## config.mk

```make
export PLATFORM = sky130hd
export DESIGN_NAME = dma_reg_engine
export DESIGN_NICKNAME = d
export VERILOG_FILES = /design/src/rtl/dma_reg_engine.sv
export SDC_FILE = /design/constraint.sdc
export NUM_CORES = 1
export LEC_CHECK = 0
export BUFFER_PORTS_ARGS = -buffer_cell sky130_fd_sc_hd__buf_4
export CORE_UTILIZATION = 48
export DETAILED_ROUTE_END_ITERATION = 8
export PLACE_DENSITY = 0.73
export SYNTH_ARGS = -nofsm -noshare
export SYNTH_HDL_FRONTEND = slang
export SYNTH_SLANG_ARGS = --single-unit
```

## constraint.sdc

```tcl
create_clock -name clk -period 5.9 [get_ports clk]
set_input_delay 0 -clock clk [delete_from_list [all_inputs] [get_ports clk]]
set_output_delay 0 -clock clk [all_outputs]
set_load 0.02 [all_outputs]
```

## src/rtl/dma_reg_engine.sv

```systemverilog
// dma_reg_engine
//   Memory-mapped DMA register file with a single-channel word-copy engine.
//   Sits downstream of the bus driver. It decodes valid/wr_en/addr/wdata
//   transactions and returns registered read data. On START it issues one
//   xfer_req per word and advances the source and destination addresses
//   on each accepted word. It raises a maskable interrupt on completion,
//   on abort and on a START received while busy.
//
// Ports
//   clk       in   clock, all logic on posedge
//   reset     in   asynchronous active-high reset
//   addr      in   register byte address, sampled when valid=1
//   wr_en     in   1=write, 0=read, sampled when valid=1
//   valid     in   one-cycle transaction strobe
//   wdata     in   write data
//   rdata     out  registered read data
//   xfer_req  out  word-copy request to the memory side
//   xfer_src  out  current source (IO) address
//   xfer_dst  out  current destination (MEM) address
//   xfer_ack  in   memory side accepted the current word
//   irq       out  registered |(INTR.status & INTR.mask)
//
// Register map (byte offsets from BASE_ADDR)
//   0x00 INTR      [15:0] status W1C (0=DONE 1=ABORTED 2=START_WHILE_BUSY), [31:16] mask
//   0x04 CTRL      [0] START, [1] ABORT (both self-clearing, read 0), [31:16] LEN
//   0x08 IO_ADDR
//   0x0C MEM_ADDR
//   0x10 STATUS    RO, [0] busy, [31:16] remaining words
module dma_reg_engine #(
  parameter logic [31:0] BASE_ADDR = 32'h400,
  parameter int unsigned CNT_W     = 16,
  parameter int unsigned ADDR_STEP = 4
) (
  input  logic        clk,
  input  logic        reset,
  input  logic [31:0] addr,
  input  logic        wr_en,
  input  logic        valid,
  input  logic [31:0] wdata,
  output logic [31:0] rdata,
  output logic        xfer_req,
  output logic [31:0] xfer_src,
  output logic [31:0] xfer_dst,
  input  logic        xfer_ack,
  output logic        irq
);

  typedef enum logic [1:0] {
    ST_IDLE = 2'd0,
    ST_XFER = 2'd1,
    ST_DONE = 2'd2
  } state_e;

  state_e             state_q, state_d;
  logic [15:0]        status_q, status_d;
  logic [15:0]        mask_q, mask_d;
  logic [CNT_W-1:0]   len_q, len_d;
  logic [31:0]        io_addr_q, io_addr_d;
  logic [31:0]        mem_addr_q, mem_addr_d;
  logic [31:0]        src_q, src_d;
  logic [31:0]        dst_q, dst_d;
  logic [CNT_W-1:0]   rem_q, rem_d;
  logic               req_q, req_d;
  logic [31:0]        rdata_q, rdata_d;
  logic               irq_q, irq_d;

  logic               wr, rd, busy;
  logic               sel_intr, sel_ctrl, sel_io, sel_mem, sel_stat;
  logic               start_wr, abort_wr, ack_ok;
  logic [CNT_W-1:0]   eff_len;
  logic [15:0]        status_set, status_clr;

  assign wr       = valid & wr_en;
  assign rd       = valid & ~wr_en;
  assign sel_intr = (addr == BASE_ADDR);
  assign sel_ctrl = (addr == BASE_ADDR + 32'h4);
  assign sel_io   = (addr == BASE_ADDR + 32'h8);
  assign sel_mem  = (addr == BASE_ADDR + 32'hC);
  assign sel_stat = (addr == BASE_ADDR + 32'h10);
  assign busy     = (state_q != ST_IDLE);
  assign start_wr = wr & sel_ctrl & wdata[0];
  assign abort_wr = wr & sel_ctrl & wdata[1];
  assign ack_ok   = xfer_ack & req_q;

  // A CTRL write carrying START in IDLE also carries the LEN it starts with.
  assign eff_len  = (wr && sel_ctrl && !busy) ? wdata[16 +: CNT_W] : len_q;

  always_comb begin
    state_d    = state_q;
    mask_d     = mask_q;
    len_d      = len_q;
    io_addr_d  = io_addr_q;
    mem_addr_d = mem_addr_q;
    src_d      = src_q;
    dst_d      = dst_q;
    rem_d      = rem_q;
    req_d      = req_q;
    rdata_d    = rdata_q;
    status_set = '0;
    status_clr = '0;

    if (wr && sel_intr) begin
      mask_d     = wdata[31:16];
      status_clr = wdata[15:0];
    end
    if (wr && !busy) begin
      if (sel_ctrl) len_d      = wdata[16 +: CNT_W];
      if (sel_io)   io_addr_d  = wdata;
      if (sel_mem)  mem_addr_d = wdata;
    end

    case (state_q)
      ST_IDLE: begin
        req_d = 1'b0;
        if (start_wr) begin
          if (eff_len != '0) begin
            src_d   = io_addr_q;
            dst_d   = mem_addr_q;
            rem_d   = eff_len;
            state_d = ST_XFER;
          end else begin
            state_d = ST_DONE;
          end
        end
      end
      ST_XFER: begin
        if (start_wr) status_set[2] = 1'b1;
        if (ack_ok) begin
          src_d = src_q + 32'(ADDR_STEP);
          dst_d = dst_q + 32'(ADDR_STEP);
          rem_d = rem_q - CNT_W'(1);
        end
        // The final ack completes the transfer even if ABORT arrives with it.
        if (ack_ok && rem_q == CNT_W'(1)) begin
          req_d   = 1'b0;
          state_d = ST_DONE;
        end else if (abort_wr) begin
          req_d         = 1'b0;
          status_set[1] = 1'b1;
          state_d       = ST_IDLE;
        end else begin
          req_d = 1'b1;
        end
      end
      ST_DONE: begin
        req_d         = 1'b0;
        status_set[0] = 1'b1;
        if (start_wr) status_set[2] = 1'b1;
        state_d       = ST_IDLE;
      end
      default: begin
        req_d   = 1'b0;
        state_d = ST_IDLE;
      end
    endcase

    // Hardware set takes priority over a same-cycle write-1-to-clear.
    status_d = (status_q & ~status_clr) | status_set;
    irq_d    = |(status_q & mask_q);

    if (rd) begin
      if (sel_intr)      rdata_d = {mask_q, status_q};
      else if (sel_ctrl) rdata_d = {16'(len_q), 16'h0};
      else if (sel_io)   rdata_d = io_addr_q;
      else if (sel_mem)  rdata_d = mem_addr_q;
      else if (sel_stat) rdata_d = {16'(rem_q), 15'h0, busy};
      else               rdata_d = '0;
    end
  end

  always_ff @(posedge clk or posedge reset) begin
    if (reset) begin
      state_q    <= ST_IDLE;
      status_q   <= '0;
      mask_q     <= '0;
      len_q      <= '0;
      io_addr_q  <= '0;
      mem_addr_q <= '0;
      src_q      <= '0;
      dst_q      <= '0;
      rem_q      <= '0;
      req_q      <= 1'b0;
      rdata_q    <= '0;
      irq_q      <= 1'b0;
    end else begin
      state_q    <= state_d;
      status_q   <= status_d;
      mask_q     <= mask_d;
      len_q      <= len_d;
      io_addr_q  <= io_addr_d;
      mem_addr_q <= mem_addr_d;
      src_q      <= src_d;
      dst_q      <= dst_d;
      rem_q      <= rem_d;
      req_q      <= req_d;
      rdata_q    <= rdata_d;
      irq_q      <= irq_d;
    end
  end

  assign rdata    = rdata_q;
  assign xfer_req = req_q;
  assign xfer_src = src_q;
  assign xfer_dst = dst_q;
  assign irq      = irq_q;

endmodule

```

# Word level (Yosys, flattened, before mapping)
# Index checks and enable logic that the tools add are counted.
# Widths: inputs -> output; s select.
totals:
  ff_bits: 228
  inputBits: 69
  output_inout_bits: 98
  word_cells: 88
classes:
  addsub: 3
  n_eq_ne: 12
  mux: 33
  n_bitwise: 11
  n_reduce_logical: 17
ops:
  columns: ["operator", "n"]
  rows:
  - ["$mux 32", 11]
  - ["$eq 32x11->1 const B", 5]
  - ["$pmux 32 s2", 2]
  - ["$mux 16", 5]
  - ["$add 32x3->32 const B", 2]
  - ["$and 16x16->16", 2]
  - ["$pmux 16 s2", 1]
  - ["$eq 16x1->1 const B", 1]
  - ["$not 16->16", 1]
  - ["$or 16x3->16", 1]
  - ["$reduce_bool 16->1", 1]
  - ["$reduce_or 16->1", 1]
  - ["$sub 16x1->16 const B", 1]
  - ["$mux 1", 9]
  - ["$mux 2", 4]
  - ["$reduce_and 2->1", 4]
  - ["$and 1x1->1", 6]
  - ["$ne 2x2->1 const B", 3]
  - ["$logic_and 1x1->1", 5]
  - ["$pmux 2 s2", 1]
  - ["$reduce_and 4->1", 1]
  - ["$reduce_bool 2->1", 2]
  - ["$ne 3x3->1 const B", 1]
  - ["$eq 2x1->1 const B", 1]
  - ["5 further kinds", 5]

# Longest topological paths before layout
# Gate-level depths: netlist of the first run.
logic_depth:
  depth_word: 8
  ltp_mapped: 11
  mapped_depth_nobuf: 8

# Worst setup path before layout of the first run
# Ideal clock, no wire load.
synth_timing:
  path_kind: "register to register"
  startpoint: "reg state_q[0]"
  endpoint: "reg rem_q[1]"
  setup_time_ps: 134
  arrival_ps: 2332
  path_slack_ps: 3434
  stages_incl_launch_ff: 11
  path_buffers: 2
  synth_period_minus_slack_ps: 2466
  cell_sequence: "dfrtp_1 inv_1 ha_1 clkbuf_1 nand4_1 nand2b_1 nor3_4 buf_4 mux2_2 o211ai_1 o21ai_0"
synth_between:
  elab_chain_cells: 7
  word_cells_on_any_way: 15
  classes_between: "eq/ne (4); mux (4); reduce/logical (7)"
synth_lines:
  columns: ["element", "line", "source"]
  rows:
  - ["from (decl)", "54", "state_e state_q, state_d;"]
  - ["from (signal assigned)", "186", "state_q <= state_d;"]
  - ["$reduce_bool 2->1", "80", "assign busy = (state_q != ST_IDLE);"]
  - ["$logic_not 1->1", "86", "assign eff_len = (wr && sel_ctrl && !busy) ? wdata[16 +: CNT_W] : len_q;"]
  - ["$logic_and 1x1->1", "86", null]
  - ["$mux 16", "86", null]
  - ["$reduce_bool 16->1 or $mux 16 (tied branches)", "116", "if (eff_len != '0) begin"]
  - ["$ne 2x2->1 (no source line) or $mux 16 (tied branches)", null, null]
  - ["$reduce_and 4->1 (no source line) or $pmux 16 s2 (tied branches)", null, null]
  - ["to (signal assigned)", "194", "rem_q <= rem_d;"]
  - ["to (decl)", "62", "logic [CNT_W-1:0] rem_q, rem_d;"]
# Parallel ways exist; a longest one is shown, timed or not. The select of a mux whose other input is x is not followed.
# A chain may end at the register's enable or synchronous reset.

# Worst setup path after layout of the first run
layout_timing:
  startpoint: "reg state_q[0]"
  endpoint: "reg dst_q[19] (netlist: xfer_dst[19])"
layout_between:
  elab_chain_cells: 7
  word_cells_on_any_way: 13
  classes_between: "eq/ne (4); mux (2); reduce/logical (7)"
layout_lines:
  columns: ["element", "line", "source"]
  rows:
  - ["$reduce_bool 2->1", "80", null]
  - ["$logic_not 1->1", "86", null]
  - ["$logic_and 1x1->1", "86", null]
  - ["$mux 16", "86", null]
  - ["$reduce_bool 16->1", "116", null]
  - ["$ne 2x2->1 (no source line)", null, null]
  - ["$reduce_and 4->1 (no source line)", null, null]
  - ["to (signal assigned)", "193", "dst_q <= dst_d;"]
  - ["to (decl)", "61", "logic [31:0] dst_q, dst_d;"]
# Parallel ways exist; a longest one is shown, timed or not.

==> results of run 1 <==
==> sequential cells by signal (all words and copies together), names as in the netlist <==
register    cells
io_addr_q      32
mem_addr_q     32
rdata          32
xfer_dst       32
xfer_src       32
len_q          16
mask_q         16
rem_q          16
status_q       16
state_q         2
irq             1
xfer_req        1
==> final cells by class <==
type	instances	area, sq um
Clock buffer	38	764
Tap cell	319	399
Multi-Input combinational cell	809	5410
Sequential cell	228	5710
Timing Repair Buffer	214	1710
Fill cell	2011	9310
Inverter	15	60.1
Clock inverter	7	47.5
==> layer usage <==
metal | vias up | wire (um) | track usage, %
met3 | 64 | 2430 | 3.13
met5 | - | 0 | 0
met1 | 4948 | 15100 | 41.7
met4 | 0 | 921 | 8.40
met2 | 434 | 16300 | 46.4
li1 | 4551 | - | -
==> report_power, final <==
part | switching [mW] | total [mW] | internal (mW) | leakage (nW)
sequential | 0.0119 | 1.60 | 1.59 | 3.11
combinational | 0.132 | 0.228 | 0.0962 | 2.87
clock | 0.642 | 1.54 | 0.894 | 0.404
total | 0.786 | 3.36 | 2.58 | 6.38
==> cell usage in the layout (no fill, tap or decap), drive strengths merged, types with 25 or more instances in the layout <==
cell / Yosys / layout
dfrtp: 228 / 228
buf: 25 / 178
a21oi: 116 / 116
mux2: 105 / 105
nand2: 94 / 94
o21ai: 72 / 72
nor2: 71 / 71
nand3: 39 / 39
clkbuf: 48 / 38
dlygate4sd3: 0 / 36
a2bb2oi: 29 / 29
mux2i: 27 / 27
o22ai: 25 / 25
==> worst min-delay path, delay by kind of cell <==
family | cells | cell delay (ns)
buffers and inverters | 3 | 0.95
==> kinds of logic after synthesis <==
logic type,count (synthesis),share of synthesized area (%)
compound gates,344,19.0
simple gates,326,14.5
flops,228,49.9
mux,132,12.7
buf+inv,88,3.13
fa+ha+maj,7,0.766
==> through the flow <==
step	hold WS [ns]	area [sq um]	cells	utilization, %	setup WS, ns
finish	0.0255	14100	1630	60.2	2.45
global route	0.0618	14100	1630	60.2	2.27
CTS	0.0332	14100	1630	60.2	2.52
detailed placement	0.0183	12900	1549	55.2	2.51
global placement	0.0191	12900	1549	55.2	2.63
floorplan	0.102	11400	1125	-	2.92
==> how the worst min path moves through the flow <==
stage	from	endpoint	slack (ns)	depth (start not counted)
final	reset	rdata[26]	0.03	3
after CTS	reset	rdata[26]	0.03	3
after floorplan	wdata[10]	status_q[10]	0.10	1
after global routing	reset	rdata[26]	0.06	3
after global placement	reset	rdata[24]	0.02	2
after detailed placement	reset	rdata[26]	0.02	2
==> what timing repair did <==
action,4_1_cts,5_1_grt
endpoints found under the setup margin,0,0
hold buffers,36,0
hold endpoints to repair,133,0
==> impl_metrics.prom, run 1 <==
# TYPE chip_impl_metric gauge
chip_impl_info{name="status",value="finished, final reports clean"} 1
chip_impl_metric{name="worst-r2r-cell-count",unit=""} 9
chip_impl_metric{name="grt_util_all_layers",unit="%"} 29.0
chip_impl_metric{name="ratio_of_total_power_to_cell_area",unit="mW/mm^2"} 239
chip_impl_metric{name="worst_slew_pin_slew",unit="ns"} 1.25
chip_impl_metric{name="final.setup_skew",unit="ns"} 0.0154
chip_impl_metric{name="crit_path_max_fanout",unit=""} 45
chip_impl_metric{name="overflow",unit=""} 0
chip_impl_metric{name="dr.first_iter.drc_count",unit=""} 1053
chip_impl_info{name="worstSetupStartpoint",value="state_q[0]"} 1
chip_impl_info{name="grt_setup_unrepaired",value="false"} 1
chip_impl_metric{name="cts_repair_resize_count",unit=""} 0
chip_impl_info{name="regToRegEndpoint",value="xfer_dst[19]"} 1
chip_impl_metric{name="synth_area_per_cell",unit="sq um"} 10.2
chip_impl_metric{name="io_buf_count",unit=""} 166
chip_impl_info{name="synthMostInstantiatedCell",value="sky130_fd_sc_hd__dfrtp_1"} 1
chip_impl_metric{name="synth.ff_latch_count",unit=""} 228
chip_impl_metric{name="syn_nets",unit=""} 1201
chip_impl_metric{name="fmax",unit="MHz"} 290
chip_impl_metric{name="cts-htree-levels",unit=""} 1
chip_impl_metric{name="post_cts.repair.setup_buffers",unit=""} 0
chip_impl_metric{name="finalSetupViolations",unit=""} 0
chip_impl_info{name="path_cells",value="inv_1 -> ha_1 -> nand4_1 -> nand2b_1 -> a2bb2oi_1 -> a31o_2 -> buf_4 -> o21ai_0 -> o2bb2ai_1"} 1
chip_impl_info{name="most_frequent_cells_after_synthesis",value="sky130_fd_sc_hd__dfrtp_1, sky130_fd_sc_hd__a21oi_1, sky130_fd_sc_hd__mux2_2"} 1
chip_impl_metric{name="drt-total-wl",unit="um"} 34800
chip_impl_metric{name="ant_nets",unit=""} 0
chip_impl_metric{name="fin_crit",unit="ns"} 3.45
chip_impl_info{name="synth_largest_area_cell",value="sky130_fd_sc_hd__dfrtp_1"} 1
chip_impl_metric{name="drcViolationCount",unit=""} 0
chip_impl_info{name="regToRegStartpoint",value="state_q[0]"} 1
chip_impl_info{name="synth_top_flop_cell",value="sky130_fd_sc_hd__dfrtp_1"} 1
chip_impl_info{name="critPathSlowestCell",value="sky130_fd_sc_hd__a31o_2"} 1
chip_impl_metric{name="vdd_drop_max",unit="mV"} 0.212
chip_impl_metric{name="cts.sinks",unit=""} 228
chip_impl_metric{name="count_of_final_hold_check_violations",unit=""} 0
chip_impl_info{name="worstSetupStartpointType",value="register"} 1
chip_impl_info{name="endpoint_kind",value="register"} 1
chip_impl_metric{name="required",unit="ns"} 6.30
chip_impl_info{name="clock_tree_from_tritoncts",value="done"} 1
chip_impl_metric{name="power.leakage",unit="nW"} 6.38
chip_impl_metric{name="timing.slew.headroom",unit="%"} 16.3
chip_impl_metric{name="die-area",unit="sq mm"} 0.0244
chip_impl_metric{name="pins_over_slew_limit",unit=""} 0
chip_impl_metric{name="core",unit="sq mm"} 0.0234
chip_impl_info{name="clock-root-buffer",value="sky130_fd_sc_hd__clkbuf_16"} 1
chip_impl_metric{name="power",unit="mW"} 3.36
chip_impl_metric{name="r2r_slack",unit="ns"} 2.45
chip_impl_metric{name="syn-cell-area",unit="sq mm"} 0.0114
chip_impl_metric{name="first_pass_grt_wire_length",unit="um"} 54900
chip_impl_metric{name="cap_violations",unit=""} 0
chip_impl_metric{name="edff_count_synth",unit=""} 0
chip_impl_metric{name="cts.reportedPaths.clkPinSlew",unit="ns"} 0.07
chip_impl_metric{name="cp.buffers_inverters",unit=""} 2
chip_impl_metric{name="via_count",unit=""} 9997
chip_impl_metric{name="setup-tns-final",unit="ns"} 0
chip_impl_metric{name="floorplan.initialDensity",unit="%"} 48.8
chip_impl_metric{name="yosys_warnings",unit=""} 0
chip_impl_metric{name="first_global_vias",unit=""} 9620
chip_impl_metric{name="seq_area_frac_synth",unit="%"} 49.9
chip_impl_metric{name="crit_arrival",unit="ns"} 3.85
chip_impl_metric{name="wl_per_cell",unit="um"} 21.4
chip_impl_metric{name="cts-root-to-sink-buffers",unit=""} 3
chip_impl_metric{name="dpl.hpwl",unit="um"} 24100
chip_impl_metric{name="grt_max_degree",unit=""} 149
chip_impl_metric{name="grt_antenna_before_repair",unit=""} 0
chip_impl_metric{name="syn-instance-count",unit=""} 1125
chip_impl_metric{name="area.growth.synth_to_final",unit="%"} 23.3
chip_impl_metric{name="synth.top_cell.area_share",unit="%"} 49.9
chip_impl_metric{name="viasPerCell",unit=""} 6.13
chip_impl_metric{name="die_w",unit="um"} 156
chip_impl_metric{name="tritoncts.num_buffers",unit=""} 25
chip_impl_info{name="timing.critical_path.to",value="xfer_dst[19]"} 1
chip_impl_metric{name="i_o_pin_total",unit=""} 167
chip_impl_metric{name="detailedRoute.firstPassIterationCount",unit=""} 5
chip_impl_metric{name="synth_cell_types",unit=""} 58
chip_impl_info{name="worst_path_dominant_cell_family",value="compound AO/OA/AOI/OAI gates"} 1
chip_impl_metric{name="die_h",unit="um"} 156
chip_impl_metric{name="fp-row-count",unit=""} 56
chip_impl_info{name="worst-setup-path-type",value="reg -> reg"} 1
chip_impl_metric{name="final.period_utilization",unit="%"} 58.5
chip_impl_metric{name="final_stage_net_count",unit=""} 1369
chip_impl_metric{name="num_antenna_cells",unit=""} 0
chip_impl_info{name="synth_area_leaders",value="sky130_fd_sc_hd__dfrtp_1, sky130_fd_sc_hd__mux2_2, sky130_fd_sc_hd__a21oi_1"} 1
chip_impl_metric{name="cp_num_cells",unit=""} 9
chip_impl_metric{name="critical_path.max_stage_delay",unit="ns"} 0.84
chip_impl_metric{name="layout-drive-gt1-share",unit="%"} 26.3
chip_impl_info{name="class_of_the_worst_hold_path",value="in -> async"} 1
chip_impl_metric{name="gp_congestion",unit=""} 0.932
chip_impl_metric{name="postSynth.asyncResetShare",unit="%"} 100
chip_impl_metric{name="clk-insertion-delay-late",unit="ns"} 0.53
Power figures use the tool's default switching activity.
==> inputs of run 2 (changes only) <==
Settings changed: ABC_AREA from default to 1, PLACE_DENSITY 0.73 to 0.72.
Clock period 5.9 ns to 2.95 ns, I/O delays scaled along.
==> run 2 against run 1 <==
Via count rose by 22%. Critical endpoint is now rem_q[4]. First-iteration DRC count rose by 13%. Sequential cell count unchanged.
==> impl_metrics.prom, run 2 <==
# TYPE chip_impl_metric gauge
chip_impl_metric{name="pins_over_slew_limit",unit=""} 0
chip_impl_info{name="most_frequent_cells_after_synthesis",value="sky130_fd_sc_hd__nand2_1, sky130_fd_sc_hd__dfrtp_1, sky130_fd_sc_hd__o21ai_0"} 1
chip_impl_metric{name="ant_nets",unit=""} 0
chip_impl_metric{name="synth.ff_latch_count",unit=""} 228
chip_impl_metric{name="sequential_cell_area",unit="sq mm"} 0.00571
chip_impl_info{name="final_common_cell",value="sky130_fd_sc_hd__nand2_1"} 1
chip_impl_metric{name="cap_violations",unit=""} 0
chip_impl_metric{name="die_h",unit="um"} 162
chip_impl_metric{name="overflow",unit=""} 0
chip_impl_metric{name="area.growth.synth_to_final",unit="%"} 23.7
chip_impl_metric{name="edff_count_synth",unit=""} 0
chip_impl_metric{name="syn_nets",unit=""} 1725
chip_impl_info{name="status",value="finished, final reports clean"} 1
chip_impl_metric{name="seq_area_frac_synth",unit="%"} 46.6
chip_impl_metric{name="postSynth.asyncResetShare",unit="%"} 100
chip_impl_metric{name="crit_arrival",unit="ns"} 3.14
chip_impl_info{name="path_cells",value="inv_1 -> ha_1 -> inv_2 -> nor2_4 -> nand3_4 -> nand2_1 -> o21ai_0 -> nor2_1 -> nand2_1 -> nor2_2 -> nand3_2 -> nand2_2 -> clkbuf_16 -> nand2_1 -> nand2_1"} 1
chip_impl_metric{name="first_global_vias",unit=""} 11700
chip_impl_metric{name="synth_cell_types",unit=""} 38
chip_impl_metric{name="final.fill_count",unit=""} 2294
chip_impl_metric{name="grt_max_degree",unit=""} 104
chip_impl_metric{name="dr.first_iter.drc_count",unit=""} 1192
chip_impl_metric{name="gp_congestion",unit=""} 0.940
chip_impl_info{name="synth_top_flop_cell",value="sky130_fd_sc_hd__dfrtp_1"} 1
chip_impl_metric{name="yosys_warnings",unit=""} 0
chip_impl_metric{name="layout-drive-gt1-share",unit="%"} 14.7
chip_impl_metric{name="cts.reportedPaths.clkPinSlew",unit="ns"} 0.06
chip_impl_info{name="worstSetupStartpointType",value="register"} 1
chip_impl_info{name="critPathSlowestCell",value="sky130_fd_sc_hd__dfrtp_1"} 1
chip_impl_metric{name="viasPerCell",unit=""} 5.59
chip_impl_metric{name="drt-total-wl",unit="um"} 39900
chip_impl_metric{name="final.setup_skew",unit="ns"} 0.0217
chip_impl_metric{name="ratio_of_total_power_to_cell_area",unit="mW/mm^2"} 452
chip_impl_info{name="regToRegStartpoint",value="state_q[1]"} 1
chip_impl_metric{name="drcViolationCount",unit=""} 0
chip_impl_metric{name="placement_cell_area",unit="sq mm"} 0.0139
chip_impl_metric{name="power",unit="mW"} 6.84
chip_impl_metric{name="fp-row-count",unit=""} 58
chip_impl_info{name="clock-root-buffer",value="sky130_fd_sc_hd__clkbuf_16"} 1
chip_impl_metric{name="crit_path_max_fanout",unit=""} 38
chip_impl_metric{name="count_of_final_hold_check_violations",unit=""} 0
chip_impl_metric{name="first_pass_grt_wire_length",unit="um"} 63100
chip_impl_metric{name="final.period_utilization",unit="%"} 90.9
chip_impl_metric{name="grt_antenna_before_repair",unit=""} 0
chip_impl_info{name="worst-setup-path-type",value="reg -> reg"} 1
chip_impl_metric{name="wl_per_cell",unit="um"} 18.3
chip_impl_metric{name="worst_slew_pin_slew",unit="ns"} 0.755
chip_impl_info{name="min_from",value="valid"} 1
chip_impl_metric{name="syn-instance-count",unit=""} 1649
chip_impl_info{name="endpoint_kind",value="register"} 1
chip_impl_info{name="synth_area_leaders",value="sky130_fd_sc_hd__dfrtp_1, sky130_fd_sc_hd__nand2_1, sky130_fd_sc_hd__o21ai_0"} 1
chip_impl_metric{name="cts-htree-levels",unit=""} 1
chip_impl_metric{name="grt_util_all_layers",unit="%"} 30.7
chip_impl_info{name="class_of_the_worst_hold_path",value="in -> reg"} 1
chip_impl_info{name="synth_largest_area_cell",value="sky130_fd_sc_hd__dfrtp_1"} 1
chip_impl_info{name="synthMostInstantiatedCell",value="sky130_fd_sc_hd__nand2_1"} 1
chip_impl_metric{name="tritoncts.num_buffers",unit=""} 25
chip_impl_metric{name="die_w",unit="um"} 162
chip_impl_metric{name="via_count",unit=""} 12200
chip_impl_metric{name="num_antenna_cells",unit=""} 0
chip_impl_metric{name="final_area",unit="sq mm"} 0.0151
chip_impl_metric{name="fin_crit",unit="ns"} 2.68
chip_impl_metric{name="critical_path.max_stage_delay",unit="ns"} 0.41
chip_impl_metric{name="cp.buffers_inverters",unit=""} 3
chip_impl_metric{name="syn-cell-area",unit="sq mm"} 0.0122
chip_impl_metric{name="core",unit="sq mm"} 0.0251
chip_impl_metric{name="vdd_drop_max",unit="mV"} 0.346
chip_impl_info{name="clock_tree_from_tritoncts",value="done"} 1
chip_impl_metric{name="cts.sinks",unit=""} 228
chip_impl_metric{name="i_o_pin_total",unit=""} 167
chip_impl_metric{name="final_stage_net_count",unit=""} 1904
chip_impl_metric{name="cts-root-to-sink-buffers",unit=""} 3
chip_impl_metric{name="power.leakage",unit="nW"} 7.59
chip_impl_metric{name="required",unit="ns"} 3.41
chip_impl_metric{name="die-area",unit="sq mm"} 0.0261
chip_impl_metric{name="dpl.hpwl",unit="um"} 27500
chip_impl_metric{name="clk-insertion-delay-late",unit="ns"} 0.53
chip_impl_metric{name="detailedRoute.firstPassIterationCount",unit=""} 5
chip_impl_metric{name="fmax",unit="MHz"} 373
chip_impl_metric{name="finalSetupViolations",unit=""} 0
chip_impl_metric{name="floorplan.initialDensity",unit="%"} 48.8
chip_impl_metric{name="setup-tns-final",unit="ns"} 0
chip_impl_metric{name="synth.top_cell.area_share",unit="%"} 46.6
chip_impl_metric{name="io_buf_count",unit=""} 166
chip_impl_metric{name="timing.slew.headroom",unit="%"} 49.6
chip_impl_info{name="worst_path_dominant_cell_family",value="simple AND/OR/NAND/NOR gates"} 1
chip_impl_metric{name="synth_area_per_cell",unit="sq um"} 7.42
chip_impl_metric{name="footprint_of_the_multi_input_gates",unit="sq mm"} 0.00549
chip_impl_info{name="critical-path-top-cell-by-count",value="sky130_fd_sc_hd__nand2_1"} 1
chip_impl_info{name="mostFrequentLayoutCells",value="sky130_fd_sc_hd__nand2_1, sky130_fd_sc_hd__dfrtp_1, sky130_fd_sc_hd__o21ai_0"} 1
chip_impl_info{name="worstSetupStartpoint",value="state_q[1]"} 1
[run 2: worst register-to-register path, delay by kind of cell (launching register included)]
kind | cells | cell delay [ns]
simple gates | 10 | 1.35
compound gates | 1 | 0.18
fa+ha+maj | 1 | 0.19
buf+inv | 3 | 0.48
flops | 1 | 0.41
[run 2: what timing repair did]
action                                  4_1_cts  5_1_grt
endpoints found under the setup margin        0       43
buffers inserted                              0        0
hold buffers                                 35        0
gates resized for setup                       0        1
hold endpoints to repair                    134        0
[run 2: final timing paths]
path                                       end  slack [ns]  cells after the start
worst max-delay path                  rem_q[4]        0.27                     15
max in group asynchronous         xfer_dst[11]        2.05                      4
worst max register to register        rem_q[4]        0.27                     15
worst min-delay path                 rdata[30]        0.07                      6
min in group asynchronous         xfer_dst[29]        0.17                      3
worst min register to register  mem_addr_q[24]        0.48                      2
[run 2: logic make-up (layout without fill, tap and decap cells)]
kind of cell | Yosys count | after routing | share of synthesized area, %
and+or+nand+nor | 810 | 810 | 27.9
adders and majority gates | 7 | 7 | 0.715
xor gates and xnor gates | 19 | 19 | 1.36
AOI/OAI and AO/OA | 316 | 316 | 14.7
DFF | 228 | 228 | 46.6
buffers and inverters | 269 | 466 | 8.77
[run 2: cell type report]
type / count / share of cell area (%)
Clock buffer: 33 / 4.53
Clock inverter: 12 / 1.08
Inverter: 188 / 4.69
Multi-Input combinational cell: 1152 / 36.3
Sequential cell: 228 / 37.7
Tap cell: 330 / 2.73
Timing Repair Buffer: 233 / 13.0
[run 2: report_power, final]
part	leakage (nW)	internal [mW]	switching, mW
clock	0.424	1.98	1.29
sequential	3.15	3.16	0.0264
combinational	4.02	0.170	0.220
total	7.59	5.31	1.53
[run 2: stage by stage]
stage / util [%] / cells / hold WS (ns) / setup WS [ns]
after CTS: 60.2 / 2175 / 0.0545 / 0.272
after global placement: 55.4 / 2095 / 0.155 / 0.393
final: 60.3 / 2176 / 0.0706 / 0.267
after floorplan: - / 1649 / 0.145 / -0.0300
after global routing: 60.3 / 2176 / 0.0960 / -0.00563
after detailed placement: 55.4 / 2095 / 0.158 / 0.291
[run 2: per-layer routing]
layer / vias up / routed length, um / track usage, %
met2: 577 / 18100 / 48.4
met4: 0 / 1010 / 8.79
met1: 5765 / 17300 / 43.9
li1: 5762 / - / -
met3: 69 / 3420 / 4.88
met5: - / 0 / 0
==> inputs of run 3 (changes only) <==
Settings changed: CAP_MARGIN from default to 20, CELL_PAD_IN_SITES_DETAIL_PLACEMENT from default to 1, CELL_PAD_IN_SITES_GLOBAL_PLACEMENT from default to 1, CORE_UTILIZATION 48 to 38, PLACE_DENSITY 0.72 to 0.77.
==> run 3 against run 2 <==
First-iteration DRC count decreased by 20%. Global-route usage decreased by 2.2 points. Die area rose by 26%. Clock power is 4% lower. Sequential power hardly changed. Sequential share of layout area is 0.084 points lower. Combinational power about the same. Fmax is 1.0% lower. Largest power group is now sequential cells.
==> impl_metrics.prom, run 3 (synthesis results as in run 2) <==
# TYPE chip_impl_metric gauge
chip_impl_metric{name="die_w",unit="um"} 181
chip_impl_metric{name="post_cts.repair.setup_buffers",unit=""} 0
chip_impl_metric{name="worst-r2r-cell-count",unit=""} 15
chip_impl_metric{name="final.fill_count",unit=""} 3920
chip_impl_metric{name="die-area",unit="sq mm"} 0.0329
chip_impl_metric{name="vdd_drop_max",unit="mV"} 0.377
chip_impl_info{name="regToRegStartpoint",value="state_q[1]"} 1
chip_impl_metric{name="cts.reportedPaths.clkPinSlew",unit="ns"} 0.06
chip_impl_info{name="mostFrequentLayoutCells",value="sky130_fd_sc_hd__nand2_1, sky130_fd_sc_hd__dfrtp_1, sky130_fd_sc_hd__buf_4"} 1
chip_impl_info{name="worstSetupStartpoint",value="state_q[1]"} 1
chip_impl_metric{name="crit_path_max_fanout",unit=""} 38
chip_impl_metric{name="cts.sinks",unit=""} 228
chip_impl_metric{name="pins_over_slew_limit",unit=""} 0
chip_impl_metric{name="fmax",unit="MHz"} 369
chip_impl_metric{name="first_pass_grt_wire_length",unit="um"} 73600
chip_impl_metric{name="detailedRoute.firstPassIterationCount",unit=""} 6
chip_impl_metric{name="fin_crit",unit="ns"} 2.71
chip_impl_metric{name="die_h",unit="um"} 181
chip_impl_metric{name="via_count",unit=""} 12500
chip_impl_metric{name="dpl.hpwl",unit="um"} 32200
chip_impl_metric{name="layout-drive-gt1-share",unit="%"} 14.7
chip_impl_metric{name="wl_per_cell",unit="um"} 20.7
chip_impl_metric{name="placement_cell_area",unit="sq mm"} 0.0140
chip_impl_metric{name="ratio_of_total_power_to_cell_area",unit="mW/mm^2"} 442
chip_impl_metric{name="cap_violations",unit=""} 0
chip_impl_metric{name="clk-insertion-delay-late",unit="ns"} 0.54
chip_impl_info{name="class_of_the_worst_hold_path",value="in -> reg"} 1
chip_impl_info{name="timing.critical_path.to",value="rem_q[13]"} 1
chip_impl_metric{name="fp-row-count",unit=""} 65
chip_impl_metric{name="io_buf_count",unit=""} 166
chip_impl_metric{name="ant_nets",unit=""} 0
chip_impl_metric{name="count_of_final_hold_check_violations",unit=""} 0
chip_impl_metric{name="worst_slew_pin_slew",unit="ns"} 0.883
chip_impl_metric{name="timing.slew.headroom",unit="%"} 41.0
chip_impl_info{name="path_cells",value="inv_1 -> ha_1 -> inv_2 -> nor2_4 -> nand3_4 -> nand2_1 -> o21ai_0 -> nor2_1 -> nand2_1 -> nor2_2 -> nand3_4 -> nand2_4 -> clkbuf_16 -> nand2_1 -> nand2_1"} 1
chip_impl_metric{name="final.setup_skew",unit="ns"} 0.0173
chip_impl_metric{name="final_stage_net_count",unit=""} 1908
chip_impl_info{name="status",value="finished, final reports clean"} 1
chip_impl_metric{name="i_o_pin_total",unit=""} 167
chip_impl_info{name="grt_setup_unrepaired",value="false"} 1
chip_impl_metric{name="first_global_vias",unit=""} 13100
chip_impl_info{name="critPathSlowestCell",value="sky130_fd_sc_hd__dfrtp_1"} 1
chip_impl_info{name="critical-path-top-cell-by-count",value="sky130_fd_sc_hd__nand2_1"} 1
chip_impl_metric{name="viasPerCell",unit=""} 5.55
chip_impl_info{name="clock_tree_from_tritoncts",value="done"} 1
chip_impl_info{name="endpoint_kind",value="register"} 1
chip_impl_metric{name="area.growth.synth_to_final",unit="%"} 23.9
chip_impl_metric{name="power",unit="mW"} 6.71
chip_impl_metric{name="overflow",unit=""} 0
chip_impl_metric{name="core",unit="sq mm"} 0.0316
chip_impl_metric{name="floorplan.initialDensity",unit="%"} 38.7
chip_impl_metric{name="power.leakage",unit="nW"} 7.57
chip_impl_metric{name="crit_arrival",unit="ns"} 3.18
chip_impl_metric{name="grt_max_degree",unit=""} 78
chip_impl_metric{name="drcViolationCount",unit=""} 0
chip_impl_info{name="worst-setup-path-type",value="reg -> reg"} 1
chip_impl_metric{name="grt_antenna_before_repair",unit=""} 1
chip_impl_metric{name="required",unit="ns"} 3.42
chip_impl_info{name="clock-root-buffer",value="sky130_fd_sc_hd__clkbuf_16"} 1
chip_impl_metric{name="grt_util_all_layers",unit="%"} 28.5
chip_impl_info{name="final_common_cell",value="sky130_fd_sc_hd__nand2_1"} 1
chip_impl_metric{name="cts-htree-levels",unit=""} 1
chip_impl_metric{name="critical_path.max_stage_delay",unit="ns"} 0.41
chip_impl_metric{name="r2r_slack",unit="ns"} 0.24
chip_impl_metric{name="gp_congestion",unit=""} 0.872
chip_impl_info{name="worstSetupStartpointType",value="register"} 1
chip_impl_metric{name="tritoncts.num_buffers",unit=""} 27
chip_impl_metric{name="drt-total-wl",unit="um"} 46600
chip_impl_metric{name="dr.first_iter.drc_count",unit=""} 951
chip_impl_metric{name="final.period_utilization",unit="%"} 91.9
chip_impl_info{name="regToRegEndpoint",value="rem_q[13]"} 1
chip_impl_metric{name="cts-root-to-sink-buffers",unit=""} 3
chip_impl_metric{name="final_area",unit="sq mm"} 0.0152
chip_impl_metric{name="finalSetupViolations",unit=""} 0
run 3: cell count changes in the layout (fill, tap and decap cells not counted), moves of 2 or more:
cell | previous run | this run
sky130_fd_sc_hd__buf_4 | 188 | 194
sky130_fd_sc_hd__clkbuf_16 | 26 | 28
sky130_fd_sc_hd__clkbuf_1 | 5 | 7
sky130_fd_sc_hd__bufinv_16 | 4 | 0
sky130_fd_sc_hd__clkbuf_8 | 3 | 5
sky130_fd_sc_hd__buf_12 | 8 | 5
sky130_fd_sc_hd__clkinvlp_4 | 1 | 3
sky130_fd_sc_hd__clkinv_2 | 7 | 3
run 3: metrics by stage:
| step | setup TNS [ns] | setup WS [ns] | utilization [%] | cells | hold slack [ns] |
|---|---|---|---|---|---|
| after floorplan | -6.84 | -0.0300 | - | 1649 | 0.145 |
| after global placement | 0 | 0.389 | 44.2 | 2170 | 0.191 |
| after detailed placement | 0 | 0.259 | 44.2 | 2170 | 0.199 |
| after CTS | 0 | 0.181 | 47.8 | 2248 | 0.0297 |
| after global routing | 0 | 0.0455 | 48.0 | 2249 | 0.0609 |
| final | 0 | 0.239 | 48.0 | 2250 | 0.0552 |
run 3: routing by layer:
layer,share of wire [%],up-vias,global-route usage (%)
met4,3.1,2,8.88
li1,-,5761,-
met5,0.032,-,0
met3,6.7,84,5.09
met1,44,6261,38.7
met2,46,384,46.4
run 3: worst min path at each step:
stage / from / end / depth (start not counted)
floorplan: wdata[0] / status_q[2] / 2
global placement: reset / rdata[20] / 2
detailed placement: reset / rdata[20] / 2
CTS: wr_en / status_q[1] / 5
global route: wr_en / status_q[1] / 5
finish: wr_en / rdata[20] / 5
run 3: critical path: cells and delay by family (launching register included):
| family | cells | cell delay (ns) |
|---|---|---|
| flip-flops | 1 | 0.41 |
| adder cells (fa/ha/maj) | 1 | 0.24 |
| AND/OR/NAND/NOR | 10 | 1.33 |
| buffers and inverters | 3 | 0.49 |
| AO/OA/AOI/OAI | 1 | 0.15 |
run 3: layout make-up:
cell class / instances / area [sq um] / share of cell area, %
multi-input combinational: 1152 / 5500 / 36.3
clock inverter: 5 / 30.0 / 0.198
clock buffer: 39 / 771 / 5.08
antenna: 1 / 2.50 / 0.0165
inverter: 188 / 709 / 4.68
tap: 402 / 503 / 3.31
timing repair buffer: 235 / 1950 / 12.8
sequential: 228 / 5710 / 37.6
run 3: where the power goes:
part | internal [mW] | total (mW) | leakage (nW) | switching, mW
Combinational | 0.164 | 0.392 | 4.04 | 0.229
Sequential | 3.16 | 3.18 | 3.15 | 0.0268
Clock | 1.79 | 3.13 | 0.389 | 1.34
run 3: timing repair:
item                                    in CTS  in global routing
hold buffers                                34                  0
hold endpoints to repair                   141                  0
endpoints found under the setup margin       0                 76
resized for setup                            0                  3
